### src/rtl/sv_literal_pkg.sv
// rtl/sv_literal_pkg.sv - shared types, ASCII constants and digit helpers for sv_literal_tx
package sv_literal_pkg;

  typedef enum logic [1:0] {
    BIN  = 2'd0,
    OCT  = 2'd1,
    HEX  = 2'd2,
    RSVD = 2'd3
  } base_e;

  typedef enum logic [2:0] {
    IDLE,
    W_TENS,
    W_ONES,
    TICK,
    BASE,
    DIGITS
  } state_e;

  localparam logic [7:0] CH_TICK = 8'h27;
  localparam logic [7:0] CH_0    = 8'h30;
  localparam logic [7:0] CH_A_UP = 8'h41;
  localparam logic [7:0] CH_A_LO = 8'h61;
  localparam logic [7:0] CH_B    = 8'h62;
  localparam logic [7:0] CH_O    = 8'h6f;
  localparam logic [7:0] CH_H    = 8'h68;

  function automatic logic [2:0] bits_per_digit(base_e b);
    case (b)
      BIN:     return 3'd1;
      OCT:     return 3'd3;
      default: return 3'd4;
    endcase
  endfunction

  // ceil(w / b); w is at most 99 so w + b - 1 still fits in 7 bits
  function automatic logic [6:0] digit_count(logic [6:0] w, logic [2:0] b);
    return 7'((w + 7'(b) - 7'd1) / 7'(b));
  endfunction

endpackage

### src/rtl/sv_digit_char.sv
// rtl/sv_digit_char.sv - maps a 4-bit digit value to its ASCII character
module sv_digit_char
  import sv_literal_pkg::*;
(
  input  logic [3:0] nibble,
  input  logic       upper_hex,
  output logic [7:0] ch
);

  always_comb begin
    if (nibble < 4'd10) begin
      ch = CH_0 + {4'd0, nibble};
    end else begin
      ch = (upper_hex ? CH_A_UP : CH_A_LO) + {4'd0, nibble} - 8'd10;
    end
  end

endmodule

### src/rtl/sv_literal_tx.sv
// rtl/sv_literal_tx.sv - streams a numeric value as ASCII SystemVerilog literal text
module sv_literal_tx
  import sv_literal_pkg::*;
#(
  parameter int MAX_WIDTH = 32,
  parameter bit UPPER_HEX = 1'b1
) (
  input  logic                 clk,
  input  logic                 rst_n,
  input  logic                 req_valid,
  output logic                 req_ready,
  input  logic [MAX_WIDTH-1:0] req_value,
  input  logic [6:0]           req_width,
  input  logic [1:0]           req_base,
  input  logic                 req_sized,
  output logic                 out_valid,
  input  logic                 out_ready,
  output logic [7:0]           out_data,
  output logic                 out_last
);

  localparam int         CNT_W  = $clog2(MAX_WIDTH + 1);
  localparam logic [6:0] MAX_W7 = 7'(MAX_WIDTH);

  state_e               state_q, state_d;
  logic [MAX_WIDTH-1:0] val_q, val_d;
  base_e                base_q, base_d;
  logic [6:0]           w_q, w_d;
  logic [CNT_W-1:0]     cnt_q, cnt_d;
  logic                 out_valid_q, out_valid_d;
  logic                 out_last_q, out_last_d;
  logic [7:0]           out_data_q, out_data_d;

  logic                 hs;
  logic [6:0]           w_eff;
  logic [MAX_WIDTH-1:0] mask;
  logic [2:0]           bpd;
  logic [7:0]           sh_amt;
  logic [MAX_WIDTH+2:0] shifted;
  logic [3:0]           nib;
  logic [7:0]           nib_ch;

  assign req_ready = (state_q == IDLE);
  assign hs        = out_valid_q & out_ready;
  assign out_valid = out_valid_q;
  assign out_data  = out_data_q;
  assign out_last  = out_last_q;

  always_comb begin
    w_eff = ((req_width == 7'd0) || (req_width > MAX_W7)) ? MAX_W7 : req_width;
    mask  = '0;
    for (int i = 0; i < MAX_WIDTH; i++) begin
      mask[i] = (i < int'(w_eff));
    end
  end

  always_comb begin
    state_d = state_q;
    val_d   = val_q;
    base_d  = base_q;
    w_d     = w_q;
    cnt_d   = cnt_q;
    case (state_q)
      IDLE: begin
        if (req_valid) begin
          val_d  = req_value & mask;
          base_d = (req_base == 2'd3) ? HEX : base_e'(req_base);
          w_d    = w_eff;
          if (!req_sized) begin
            state_d = TICK;
          end else if (w_eff >= 7'd10) begin
            state_d = W_TENS;
          end else begin
            state_d = W_ONES;
          end
        end
      end
      W_TENS: if (hs) state_d = W_ONES;
      W_ONES: if (hs) state_d = TICK;
      TICK:   if (hs) state_d = BASE;
      BASE: begin
        if (hs) begin
          state_d = DIGITS;
          cnt_d   = CNT_W'(digit_count(w_q, bits_per_digit(base_q)) - 7'd1);
        end
      end
      DIGITS: begin
        if (hs) begin
          if (cnt_q == '0) begin
            state_d = IDLE;
          end else begin
            cnt_d = cnt_q - 1'b1;
          end
        end
      end
      default: state_d = IDLE;
    endcase
  end

  // The character register is loaded with the text of the state being entered,
  // so the first character is already valid the cycle after accept.
  always_comb begin
    bpd     = bits_per_digit(base_d);
    sh_amt  = 8'(cnt_d) * 8'(bpd);
    shifted = {3'b000, val_d} >> sh_amt;
    case (state_d)
      W_TENS:  nib = 4'(w_d / 7'd10);
      W_ONES:  nib = 4'(w_d % 7'd10);
      default: nib = shifted[3:0] & ((bpd == 3'd1) ? 4'h1 : (bpd == 3'd3) ? 4'h7 : 4'hF);
    endcase
  end

  sv_digit_char u_digit_char (
    .nibble    (nib),
    .upper_hex (UPPER_HEX),
    .ch        (nib_ch)
  );

  always_comb begin
    out_valid_d = (state_d != IDLE);
    out_last_d  = (state_d == DIGITS) && (cnt_d == '0);
    case (state_d)
      W_TENS, W_ONES, DIGITS: out_data_d = nib_ch;
      TICK:                   out_data_d = CH_TICK;
      BASE: begin
        case (base_d)
          BIN:     out_data_d = CH_B;
          OCT:     out_data_d = CH_O;
          default: out_data_d = CH_H;
        endcase
      end
      default:                out_data_d = out_data_q;
    endcase
  end

  always_ff @(posedge clk or negedge rst_n) begin
    if (!rst_n) begin
      state_q     <= IDLE;
      val_q       <= '0;
      base_q      <= HEX;
      w_q         <= '0;
      cnt_q       <= '0;
      out_valid_q <= 1'b0;
      out_last_q  <= 1'b0;
      out_data_q  <= 8'd0;
    end else begin
      state_q     <= state_d;
      val_q       <= val_d;
      base_q      <= base_d;
      w_q         <= w_d;
      cnt_q       <= cnt_d;
      out_valid_q <= out_valid_d;
      out_last_q  <= out_last_d;
      out_data_q  <= out_data_d;
    end
  end

endmodule

### config.mk
export PLATFORM = sky130hd
export DESIGN_NAME = sv_literal_tx
export DESIGN_NICKNAME = d
export VERILOG_FILES = /design/src/rtl/sv_literal_pkg.sv /design/src/rtl/sv_digit_char.sv /design/src/rtl/sv_literal_tx.sv
export SDC_FILE = /design/constraint.sdc
export NUM_CORES = 1
export LEC_CHECK = 0
export CORE_MARGIN = 2
export CORE_UTILIZATION = 49
export CTS_CLUSTER_SIZE = 20
export DETAILED_ROUTE_END_ITERATION = 8
export GPL_ROUTABILITY_DRIVEN = 0
export PLACE_DENSITY = 0.79
export SLEW_MARGIN = 30
export SYNTH_ARGS = -nofsm -noshare
export SYNTH_HDL_FRONTEND = slang
export SYNTH_SLANG_ARGS = --single-unit
### constraint.sdc
create_clock -name clk -period 25.8 [get_ports clk]
set_input_delay 5.16 -clock clk [delete_from_list [all_inputs] [get_ports clk]]
set_output_delay 5.16 -clock clk [all_outputs]
set_load 0.005 [all_outputs]
[Word-level counts from Yosys, hierarchy flattened]
Cells that the tools add are included.
Storage, ports and cells
  word-level logic and storage cells: 116
  register bits: 60
  output and inout bits: 11
  bits of input ports: 46
Operators by class
  bitwise logic cells: 3
  shift-type cells: 1
  div/mod/pow operators: 3
  mux-type cells: 32
  multipliers: 1
  magnitude comparators: 35
  $add $sub $neg: 7
  eq/ne operators: 15
  reduce and logical (&&, ||, !) cells: 11
Operator list (count)
  5-bit by 7-bit < comparator with 1-bit output, first input constant: 16
  32-bit two-way mux: 2
  4-bit by 7-bit < comparator with 1-bit output, first input constant: 8
  32-bit bitwise AND: 1
  32-bit by 8-bit >> shifter with 4-bit output: 1
  3-bit by 7-bit < comparator with 1-bit output, first input constant: 4
  3-bit two-way mux: 9
  8-bit case mux with 3 select lines: 1
  7-bit two-way mux: 3
  6-bit two-way mux: 3
  3-bit case mux with 6 select lines: 1
  4-bit case mux with 2 select lines: 2
  3-bit by 2-bit == test with 1-bit output, second input constant: 5
  1-bit by 7-bit < comparator with 1-bit output, first input constant: 2
  2-bit by 7-bit < comparator with 1-bit output, first input constant: 2
  3-bit == test, second input constant: 4
  6-bit logical NOT: 2
  3-bit case mux with 2 select lines: 2
  6-bit case mux with 2 select lines: 1
  6-bit by 1-bit subtractor with 6-bit output, second input constant: 2
  2-bit two-way mux: 5
  3-bit by 1-bit == test with 1-bit output, second input constant: 3
  7-bit by 4-bit adder with 8-bit output, first input constant: 1
  6-bit by 3-bit multiplier with 8-bit output: 1
  other kinds (23): 27

[Depth between registers and ports, before layout]
  word-level depth: 18
  gate-level depth with buffers: 87

[By module]
Synthesis repeated with hierarchy kept, for this count alone.
Unflattened totals
  cells, all modules: 878
  area, all modules: 6770.2 um^2
By module, submodules not included
  sv_literal_tx: instances 1, area each 6650.1 um^2, cells each 860, sequential area each 1502.7 um^2
  sv_digit_char: instances 1, area each 120.1 um^2, cells each 18, sequential area each 0.0 um^2

[Worst setup path before layout]
Ideal clock, no wire load.
  path type: register -> register
  from: register base_q[1]
  to: register out_data_q[2] (netlist: out_data[2])
  path buffers: 2
  setup slack: 9.329 ns
  required time: 25.714 ns
  period minus slack after synthesis: 16.471 ns
  stages on the path, launching flop included: 81
  data arrival time: 16.386 ns
  cell sequence: dfstp_2 clkbuf_1 inv_1 nand2_1 ha_1 inv_1 ha_1 a211oi_1 or2_1 o21ai_1 or2_2 ha_1 o21bai_1 or3_1 nand2_1 ha_1 or4b_1 a21oi_2 [45 not listed] a21o_1 a21oi_1 o21bai_1 a21oi_1 xor2_1 or2_2 buf_1 nor4_1 nor3_1 a211oi_1 o311a_1 o31ai_1 or3b_2 nand2_1 ha_1 inv_1 or4b_1 a32oi_1
On the way
  longest elaborated chain between the ends: 18
RTL lines
  from (decl): RTL line sv_literal_tx.sv:27  | base_e base_q, base_d;
  from (signal assigned): RTL line sv_literal_tx.sv:149  | base_q <= base_d;
  2-bit by 1-bit == test with 1-bit output or 2-bit logical NOT (tied branches): RTL line sv_literal_pkg.sv:29  | case (b)
  3-bit case mux with 2 select lines (*): RTL line sv_literal_pkg.sv:29
  3-bit two-way mux (*): RTL line sv_literal_tx.sv:82  | if (hs) begin
  3-bit two-way mux (*): RTL line sv_literal_tx.sv:63  | case (state_q)
  7-bit by 3-bit adder with 7-bit output: RTL line sv_literal_pkg.sv:38  | return 7'((w + 7'(b) - 7'd1) / 7'(b));
  7-bit by 1-bit subtractor with 7-bit output: RTL line sv_literal_pkg.sv:38
  7-bit by 3-bit divider with 7-bit output (*): RTL line sv_literal_pkg.sv:38
  6-bit by 1-bit subtractor with 6-bit output (*): RTL line sv_literal_tx.sv:84  | cnt_d = CNT_W'(digit_count(w_q, bits_per_digit(base_q)) - 7'd1);
  [2 not listed]
  named net cnt_d[2]: RTL line sv_literal_tx.sv:29  | logic [CNT_W-1:0] cnt_q, cnt_d;
  6-bit by 3-bit multiplier with 8-bit output (*): RTL line sv_literal_tx.sv:104  | sh_amt = 8'(cnt_d) * 8'(bpd);
  32-bit by 8-bit >> shifter with 4-bit output (*): RTL line sv_literal_tx.sv:105  | shifted = {3'b000, val_d} >> sh_amt;
  4-bit bitwise AND (*): RTL line sv_literal_tx.sv:109  | default: nib = shifted[3:0] & ((bpd == 3'd1) ? 4'h1 : (bpd == 3'd3) ? 4'h7 : 4'hF);
  4-bit case mux with 2 select lines (*): RTL line sv_literal_tx.sv:106  | case (state_d)
  7-bit by 4-bit adder with 8-bit output: RTL line sv_digit_char.sv:14  | ch = (upper_hex ? CH_A_UP : CH_A_LO) + {4'd0, nibble} - 8'd10;
  8-bit by 4-bit subtractor with 8-bit output: RTL line sv_digit_char.sv:14
  8-bit two-way mux (*): RTL line sv_digit_char.sv:11  | if (nibble < 4'd10) begin
  8-bit case mux with 3 select lines (*): RTL line sv_literal_tx.sv:122  | case (state_d)
  to (signal assigned): RTL line sv_literal_tx.sv:154  | out_data_q <= out_data_d;
  to (decl): RTL line sv_literal_tx.sv:32  | logic [7:0] out_data_q, out_data_d;
The timed path passes the listed nets; every way through them passes the cells marked *. The select of a mux whose other input is x is not followed.
A chain may end at the register's enable or synchronous reset.

[Worst setup path after layout]
Same ends and word-level chain as after synthesis.

==> metrics.md <==
| Metric | Value |
|---|---|
| Status | finished, final reports clean |
| Post-synth EDFFs | 0 |
| Mapped Area | 0.00677 mm^2 |
| Post-Route WL | 20,100 um |
| Post CTS Setup Buffer Count | 0 |
| Setup TNS | 0 ns |
| FMAX | 0.0532 GHz |
| Hold path start | val_q[0] |
| DIE WIDTH | 122 um |
| Yosys reg bits | 59 |
| Num Clock Sinks | 59 |
| Crit path required time | 26.05 ns |
| H-tree depth | 3 |
| Minimum clock period | 18.80 ns |
| Ranking of synthesized cells by area | dfrtp_1, ha_1, nand2_1 |
| Wirelength per Cell | 18.2 um |
| Global-route met3 utilization | 5.26% |
| Initial Utilization | 50.7% |
| Vias | 7,245 |
| Busiest metal layer after global routing | met2 |
| Worst Path Max Fanout | 15 |
| Post-CTS resize count | 0 |
| Hold-fix buffers at CTS | 0 |
| Sequential area share after synthesis | 21.8% |
| Fin area | 0.00769 mm^2 |
| Total GRT Usage | 27.8% |
| Worst path max stage delay | 0.77 ns |
| Tcrit/Tclk final | 72.9% |
| Overflow after GRT | 0 |
| First-pass GRT wire length | 32,800 um |
| Hold crit path type | flop to flop |
| Syn Nets | 986 |
| Vias in the first global route | 6,659 |
| CP Launch Point | base_q[1] |
| CP Capture Type | flop |
| TritonCTS buffer count | 9 |
| Drt first pass iters | 8 |
| Reg2reg start | base_q[1] |
| Critical path's slowest cell | nor3_1 |
| Max_slew headroom | 37.8% |
| Final setup viols | 0 |
| Dpl cell area | 0.00739 mm^2 |
| P&R area growth vs syn | 13.7% |
| Buf/Inv on CP | 6 |
| Final hold viol count | 0 |
| Synth Instances | 894 |
| Slew @ Worst Pin | 0.925 ns |
| Netlist cell types | 93 |
| Rows | 42 |
| Full die area | 0.0148 mm^2 |
| Worst-Skew Late Latency | 0.34 ns |
| Synth top area share | 21.4% |
| Leading area contributor after synthesis | dfrtp_1 |
| Syn avg cell area | 7.57 um^2 |
| Antenna viol nets, final | 0 |
| Share of layout cells above drive strength 1 | 7.10% |
| Setup crit start kind | flop |
| Top FF cell, synth | dfrtp_1 |
| Async set-reset flop share out of synthesis | 100% |
| DRT iter0 DRCs | 812 |
| # IOs | 57 |
| Commonest non-fill, non-tap cell in the layout | nand2_1 |
| Yosys warns | 0 |
| Worst EP arrival | 19.05 ns |
| DRC | 0 |
| M1 GR Usage | 36.2% |
| # port buffers | 55 |
| Clk pin slew, worst setup/hold paths | 0.05 ns |
| Critical Path Most Common Cell | ha_1 |
| Vias per cell | 6.55 |
| Root buf cell | clkbuf_16 |
| HPWL Detailed | 15,100 um |
| Clock Tree Buf Depth | 2 |
| Initial antenna violation count | 0 |
| Final Net Count | 1,017 |
| Clk_skew | 0.00810 ns |
| Commonest non-fill, non-tap cells in the layout | nand2_1, nor2_1, o21ai_0 |
| Die Height | 122 um |
| Largest net degree at the start of global routing | 60 |
| WS Path Type | flop to flop |
| Critical path's top delay family | compound AO/OA/AOI/OAI gates |
| Max Cap Viol | 0 |
| RSZ-0062 raised after global routing | no |
| Core area | 0.0133 mm^2 |
| TritonCTS clock tree | done |
| Met2 GRT Util | 45.8% |
| # diodes | 0 |
| Slew Limit Fails | 0 |
-- metal layers --
metal	wire length, um	up-vias	part of all wire [%]
met5	0	-	0
met4	685	0	3.4
met3	1760	71	8.7
met2	9440	413	47
met1	8220	3388	41
li1	-	3373	-
-- cell type report --
cell class              count  area (um^2)
multi-input cells         730         4860
fillers                  1226         5660
flip-flops and latches     59         1480
clock inverters             5         61.3
well taps                 176          220
inverters                  65          244
clock buffers              11          243
repair buffers             60          583
-- synthesized netlist by cell type, types with 13 or more instances --
library cell / instances
o211ai_1: 14
nand3_1: 27
nor3_1: 33
inv_1: 63
nor2_1: 73
o21ai_0: 65
o21a_1: 17
dfrtp_1: 58
nand2_1: 109
clkbuf_1: 27
ha_1: 40
a31oi_1: 13
a21oi_1: 52
-- registers in the layout (all words and copies together), names as in the netlist --
name / cells
state_q: 3
out_valid: 1
out_data: 7
cnt_q: 6
val_q: 32
base_q: 2
out_last: 1
w_q: 7
-- metrics by stage --
stage	cells	setup WS [ns]	hold WS, ns	utilization, %
CTS	1106	7.13	0.475	57.6
finish	1106	7.00	0.476	57.6
global placement	1090	7.97	0.453	55.4
floorplan	894	9.33	0.433	-
global route	1106	5.55	0.494	57.6
detailed placement	1090	7.25	0.462	55.4
-- final timing paths --
kind,to,slack [ns],depth (start not counted)
worst min-delay path,val_q[0],0.48,2
worst max register to register,out_data[2],7.00,80
max in group asynchronous,out_valid,20.32,2
worst max-delay path,out_data[2],7.00,80
min in group asynchronous,val_q[11],4.97,2
worst min register to register,val_q[0],0.48,2
-- tightest hold or removal path, stage by stage (launching register included) --
cell     delay, ns
dfrtp_1       0.31
nand2_1       0.04
nand2_1       0.08
-- kinds of logic (layout without fill, tap and decap cells) --
family                     count (synthesis)  in the layout  share of synthesized area [%]
and+or+nand+nor                          347            347                           25.8
AOI/OAI and AO/OA                        295            295                           29.8
buffers and inverters                    105            141                           6.38
DFF                                       59             59                           21.8
adders and majority gates                 46             46                           9.17
xor gates and xnor gates                  23             23                           2.98
muxes                                     18             18                           3.96
other                                      1              1                         0.0554
Power is left out: the tool's default activity adds up to more than one toggle a clock period on the data nets, which glitch-free logic cannot reach.
